===== src/rtl/exec_sequencer.sv =====
// Multi-cycle RV32I control sequencer: accepts one instruction word per handshake,
// walks it through DECODE/EXEC/WB and drives the register-file/ALU datapath controls and PC.
//
// state  | meaning
// IDLE   | ready for a new instruction word
// DECODE | latched word being decoded; controls update on exit
// EXEC   | controls held, ALU settling; BNE resolves pc here
// WB     | regWrite pulse (unless rd==0), pc += 4
module exec_sequencer #(
    parameter int                 A_WIDTH  = 5,
    parameter int                 D_WIDTH  = 32,
    parameter logic [D_WIDTH-1:0] RESET_PC = '0
) (
    input  logic               clk,
    input  logic               rst_n,
    input  logic               instr_valid,
    output logic               instr_ready,
    input  logic [31:0]        instr,
    input  logic               eq,
    output logic               regWrite,
    output logic [2:0]         ALUctrl,
    output logic               ALUsrc,
    output logic [A_WIDTH-1:0] rs1,
    output logic [A_WIDTH-1:0] rs2,
    output logic [A_WIDTH-1:0] rd,
    output logic [D_WIDTH-1:0] ImmOp,
    output logic [D_WIDTH-1:0] pc,
    output logic               illegal
);

    typedef enum logic [1:0] {S_IDLE, S_DECODE, S_EXEC, S_WB} state_t;

    localparam logic [D_WIDTH-1:0] PC_STEP = D_WIDTH'(4);

    state_t             state_q;
    logic [31:0]        instr_q;
    logic               is_bne_q;
    logic               regWrite_q;
    logic [2:0]         alu_ctrl_q;
    logic               alu_src_q;
    logic [A_WIDTH-1:0] rs1_q, rs2_q, rd_q;
    logic [D_WIDTH-1:0] imm_q;
    logic [D_WIDTH-1:0] pc_q;
    logic               illegal_q;

    logic [6:0]         opcode;
    logic [2:0]         funct3;
    logic [6:0]         funct7;
    logic               legal_d;
    logic               is_bne_d;
    logic               alu_src_d;
    logic [2:0]         alu_ctrl_d;
    logic [D_WIDTH-1:0] imm_d;

    assign opcode = instr_q[6:0];
    assign funct3 = instr_q[14:12];
    assign funct7 = instr_q[31:25];

    always_comb begin
        legal_d    = 1'b0;
        is_bne_d   = 1'b0;
        alu_src_d  = 1'b0;
        alu_ctrl_d = 3'b000;
        imm_d      = '0;
        if (opcode == 7'b0010011 && funct3 == 3'b000) begin
            legal_d   = 1'b1;
            alu_src_d = 1'b1;
            imm_d     = {{(D_WIDTH-12){instr_q[31]}}, instr_q[31:20]};
        end else if (opcode == 7'b0110011 && funct3 == 3'b000 &&
                     (funct7 == 7'b0000000 || funct7 == 7'b0100000)) begin
            legal_d    = 1'b1;
            alu_ctrl_d = (funct7 == 7'b0100000) ? 3'b001 : 3'b000;
        end else if (opcode == 7'b1100011 && funct3 == 3'b001) begin
            legal_d    = 1'b1;
            is_bne_d   = 1'b1;
            alu_ctrl_d = 3'b001;
            imm_d      = {{(D_WIDTH-13){instr_q[31]}}, instr_q[31], instr_q[7],
                          instr_q[30:25], instr_q[11:8], 1'b0};
        end
    end

    always_ff @(posedge clk or negedge rst_n) begin
        if (!rst_n) begin
            state_q    <= S_IDLE;
            instr_q    <= '0;
            is_bne_q   <= 1'b0;
            regWrite_q <= 1'b0;
            alu_ctrl_q <= 3'b000;
            alu_src_q  <= 1'b0;
            rs1_q      <= '0;
            rs2_q      <= '0;
            rd_q       <= '0;
            imm_q      <= '0;
            pc_q       <= RESET_PC;
            illegal_q  <= 1'b0;
        end else begin
            case (state_q)
                S_IDLE: begin
                    if (instr_valid) begin
                        instr_q <= instr;
                        state_q <= S_DECODE;
                    end
                end
                S_DECODE: begin
                    // An illegal word leaves every datapath control untouched.
                    if (legal_d) begin
                        rs1_q      <= A_WIDTH'(instr_q[19:15]);
                        rs2_q      <= A_WIDTH'(instr_q[24:20]);
                        rd_q       <= A_WIDTH'(instr_q[11:7]);
                        alu_src_q  <= alu_src_d;
                        alu_ctrl_q <= alu_ctrl_d;
                        imm_q      <= imm_d;
                        is_bne_q   <= is_bne_d;
                        state_q    <= S_EXEC;
                    end else begin
                        illegal_q <= 1'b1;
                        state_q   <= S_IDLE;
                    end
                end
                S_EXEC: begin
                    if (is_bne_q) begin
                        pc_q    <= eq ? (pc_q + PC_STEP) : (pc_q + imm_q);
                        state_q <= S_IDLE;
                    end else begin
                        regWrite_q <= (rd_q != '0);
                        state_q    <= S_WB;
                    end
                end
                S_WB: begin
                    regWrite_q <= 1'b0;
                    pc_q       <= pc_q + PC_STEP;
                    state_q    <= S_IDLE;
                end
                default: state_q <= S_IDLE;
            endcase
        end
    end

    assign instr_ready = (state_q == S_IDLE);
    assign regWrite    = regWrite_q;
    assign ALUctrl     = alu_ctrl_q;
    assign ALUsrc      = alu_src_q;
    assign rs1         = rs1_q;
    assign rs2         = rs2_q;
    assign rd          = rd_q;
    assign ImmOp       = imm_q;
    assign pc          = pc_q;
    assign illegal     = illegal_q;

endmodule


===== config.mk =====
export PLATFORM = sky130hd
export DESIGN_NAME = exec_sequencer
export DESIGN_NICKNAME = d
export VERILOG_FILES = /design/src/rtl/exec_sequencer.sv
export SDC_FILE = /design/constraint.sdc
export NUM_CORES = 1
export LEC_CHECK = 0
export CAP_MARGIN = 20
export CORE_ASPECT_RATIO = 0.7
export CORE_UTILIZATION = 57
export CTS_CLUSTER_DIAMETER = 150
export DETAILED_ROUTE_END_ITERATION = 8
export GPL_TIMING_DRIVEN = 0
export HOLD_SLACK_MARGIN = 0.12
export PLACE_DENSITY_LB_ADDON = 0.05
export SLEW_MARGIN = 25
export SYNTH_ARGS = -nofsm -noshare
export SYNTH_HDL_FRONTEND = slang
export SYNTH_SLANG_ARGS = --single-unit

===== constraint.sdc =====
create_clock -name clk -period 6.26 [get_ports clk]
set_input_delay 1.252 -clock clk [delete_from_list [all_inputs] [get_ports clk]]
set_output_delay 1.252 -clock clk [all_outputs]
set_load 0.03 [all_outputs]

==> results.json <==
{
  "pwr-share-comb": 0.209,
  "cp-end-kind": "flop",
  "coreArea_um2": 11000,
  "drt_wl_total_um": 18100,
  "seq_power_share": 0.452,
  "tightest_slew_ns": 0.856,
  "post_cts_buffers": 0,
  "io_pins": 122,
  "cts_buffers": 9,
  "layout-drive-gt1-share": 0.134,
  "fin_ws_ns": 2.50,
  "synthCells": 696,
  "post-place-ws_ns": 2.55,
  "syn_area_um2": 6430,
  "track_usage": 0.325,
  "yosysTopAreaCell": "dfrtp_1",
  "holdCritPathClass": "flop to flop",
  "gp_congestion": 0.861,
  "drt_iter0_drc": 655,
  "top_usage_layer": "met2",
  "setup_viol": 0,
  "clk_latency_ns": 0.35,
  "ys.flop_type": "dfrtp_1",
  "cap_violations": 0,
  "area_growth_pct": 26.6,
  "p_total_mw": 1.64,
  "first_global_vias": 5758,
  "cp.required_ns": 6.53,
  "numPortBuffers": 119,
  "die_w_um": 129,
  "grt_pass1_wl_um": 29500,
  "dr.pass1.iters": 5,
  "dpl-instance-area_um2": 7850,
  "power_switching_mw": 0.500,
  "root_buffer": "clkbuf_16",
  "ant_nets": 0,
  "hold_buffers": 0,
  "final_area_um2": 8150,
  "cp.arrival_ns": 4.03,
  "cts-resized-gates": 0,
  "use_met2": 0.497,
  "critical_path_class": "flop to flop",
  "antenna_found_initial": 0,
  "fin_crit_ns": 3.76,
  "grtUsageMet1": 0.480,
  "finalCritPeriodShare": 0.601,
  "p_clk_frac": 0.339,
  "grt_max_degree": 54,
  "timing.hold.ws_ns": 0.494,
  "grt_use_met3": 0.0521,
  "n_antenna_cell": 0,
  "gr-total-overflow": 0,
  "worst_ir_drop_vdd_mv": 0.155,
  "p_leak_nw": 3.57,
  "vias": 5994,
  "drc": 0,
  "floorplan.rows": 32,
  "yosysWarnings": 0,
  "fin_util": 0.740,
  "yosysUniqueCellTypes": 71,
  "viasPerCell": 6.08,
  "status": "finished, final reports clean",
  "internal_power_mw": 1.14,
  "rsz0062_at_grt": "false",
  "routedWlPerCell_um": 18.3,
  "fillCellCount": 786,
  "cp_max_fo": 43,
  "h-tree-depth": 3,
  "drv_slew": 0,
  "place_hpwl_um": 13400,
  "async_flop_share": 1.00,
  "synth_top_area_frac": 0.385,
  "setup_tns_ns": 0,
  "die_area_um2": 11700,
  "swShare": 0.305,
  "slew_headroom": 0.426,
  "clock_sinks": 99,
  "final-hold-violation-count": 0,
  "ys_seq_area_frac": 0.385,
  "nets": 897,
  "clockBufferDepth": 2,
  "synth-edff-count": 0,
  "cts_tree": "done",
  "cts.clk_slew.worst_paths_ns": 0.07,
  "dp.cells": 970,
  "max_clock_freq_mhz": 266,
  "synthTopCellsByArea": "dfrtp_1 38%, mux2_2 8.4%, ha_1 6.2%",
  "synth.avg_cell_area_um2": 9.25,
  "cp-start-kind": "flop",
  "instances_no_fill": 986,
  "initial_core_util": 0.584,
  "ys_seq_elements": 99,
  "dieHeight_um": 90.9,
  "power_density_nw_per_um2": 201,
  "finalClockSkew_ns": 0.00839
}
[power by group through the flow]
stage | Combinational, mW | Clock, mW | Sequential [mW]
2_1_floorplan | 0.187 | 0 | 0.764
5_1_grt | 0.372 | 0.590 | 0.745
6_report | 0.342 | 0.555 | 0.740
3_3_place_gp | 0.328 | 0 | 0.745
4_1_cts | 0.342 | 0.558 | 0.738
3_5_place_dp | 0.339 | 0 | 0.749
[cell usage in the layout (no fill, tap or decap), types with 9 or more instances in the layout]
cell and n:
nand3_1 29, ha_1 32, clkdlybuf4s50_1 118, nand2b_1 9, buf_4 21, nand2_1 63, xnor2_1 15, dfrtp_1 98
mux2_2 48, clkbuf_16 9, nor2_1 52, a21oi_1 57, a21o_1 19, clkbuf_1 22, o21ai_0 52, inv_1 15
[flip-flops by register name, indices dropped and copies added (netlist names)]
signal / flops
regWrite: 1
is_bne_q: 1
rd: 5
state_q: 2
pc: 32
illegal: 1
ALUsrc: 1
ALUctrl: 1
instr_q: 32
rs2: 5
rs1: 5
ImmOp: 13
[cell usage after synthesis, types with 4 or more instances]
master    count
and3_1        8
mux2_2       48
nand3_1      29
nand2b_1      9
inv_1        15
nand2_1      63
o21ai_1       6
o21bai_1      4
a21o_1       19
nor2_1       52
xnor2_1      15
o211ai_1      7
ha_1         32
a22oi_1       8
a21oi_1      57
clkbuf_1     22
a31oi_1       8
dfrtp_1      99
o22ai_1       8
nand4_1       8
o21ai_0      52
nor3_1        8
nor4_1        4
a211oi_1      4
buf_4        21
o22a_1        5
nor2b_1       5
o21a_1        8
xor2_1        7
buf_2         4
[cell families after synthesis]
kind of cell | Yosys count | share of synthesized area
xor+xnor | 22 | 0.0299
mux | 52 | 0.0904
simple gates | 210 | 0.163
compound gates | 212 | 0.211
flops | 99 | 0.385
fa+ha+maj | 33 | 0.0653
buf+inv | 67 | 0.0544
other cells | 1 | 0.000583
[layer usage]
metal | vias up | part of all wire
met3 | 18 | 0.079
met4 | 0 | 0.0089
met2 | 294 | 0.44
met5 | - | 0
li1 | 2793 | -
met1 | 2889 | 0.47
[path summary, 6_finish.rpt]
kind                       startpoint         to  slack, ns  cells past startpoint
max                         ImmOp[30]     pc[31]       2.50                     10
min                           illegal    illegal       0.49                      1
max reg2reg                 ImmOp[30]     pc[31]       2.50                     10
min reg2reg                   illegal    illegal       0.49                      1
max in group asynchronous       rst_n  ImmOp[30]       4.82                      2
min in group asynchronous       rst_n     rs1[0]       0.82                      1
[worst max-delay path: stages (launching register included)]
cell and delay (ns):
dfrtp_2 0.89, ha_1 0.43, o211ai_1 0.14, o211ai_1 0.19, a21oi_1 0.11, a311oi_1 0.72
a2111oi_2 0.11, o21ai_1 0.35, a2bb2oi_2 0.23, mux2_1 0.35, a211oi_2 0.14
[final cells by class]
cell class	count	area [um2]	share of cell area
buffer	52	294	0.0361
clock buffer	10	239	0.0293
clock inverter	6	55.1	0.00676
inverter	15	56.3	0.00691
multi-input combinational	531	3610	0.443
sequential	99	2480	0.304
tap	153	191	0.0235
timing repair buffer	120	1220	0.150
Power figures use the tool's default switching activity.
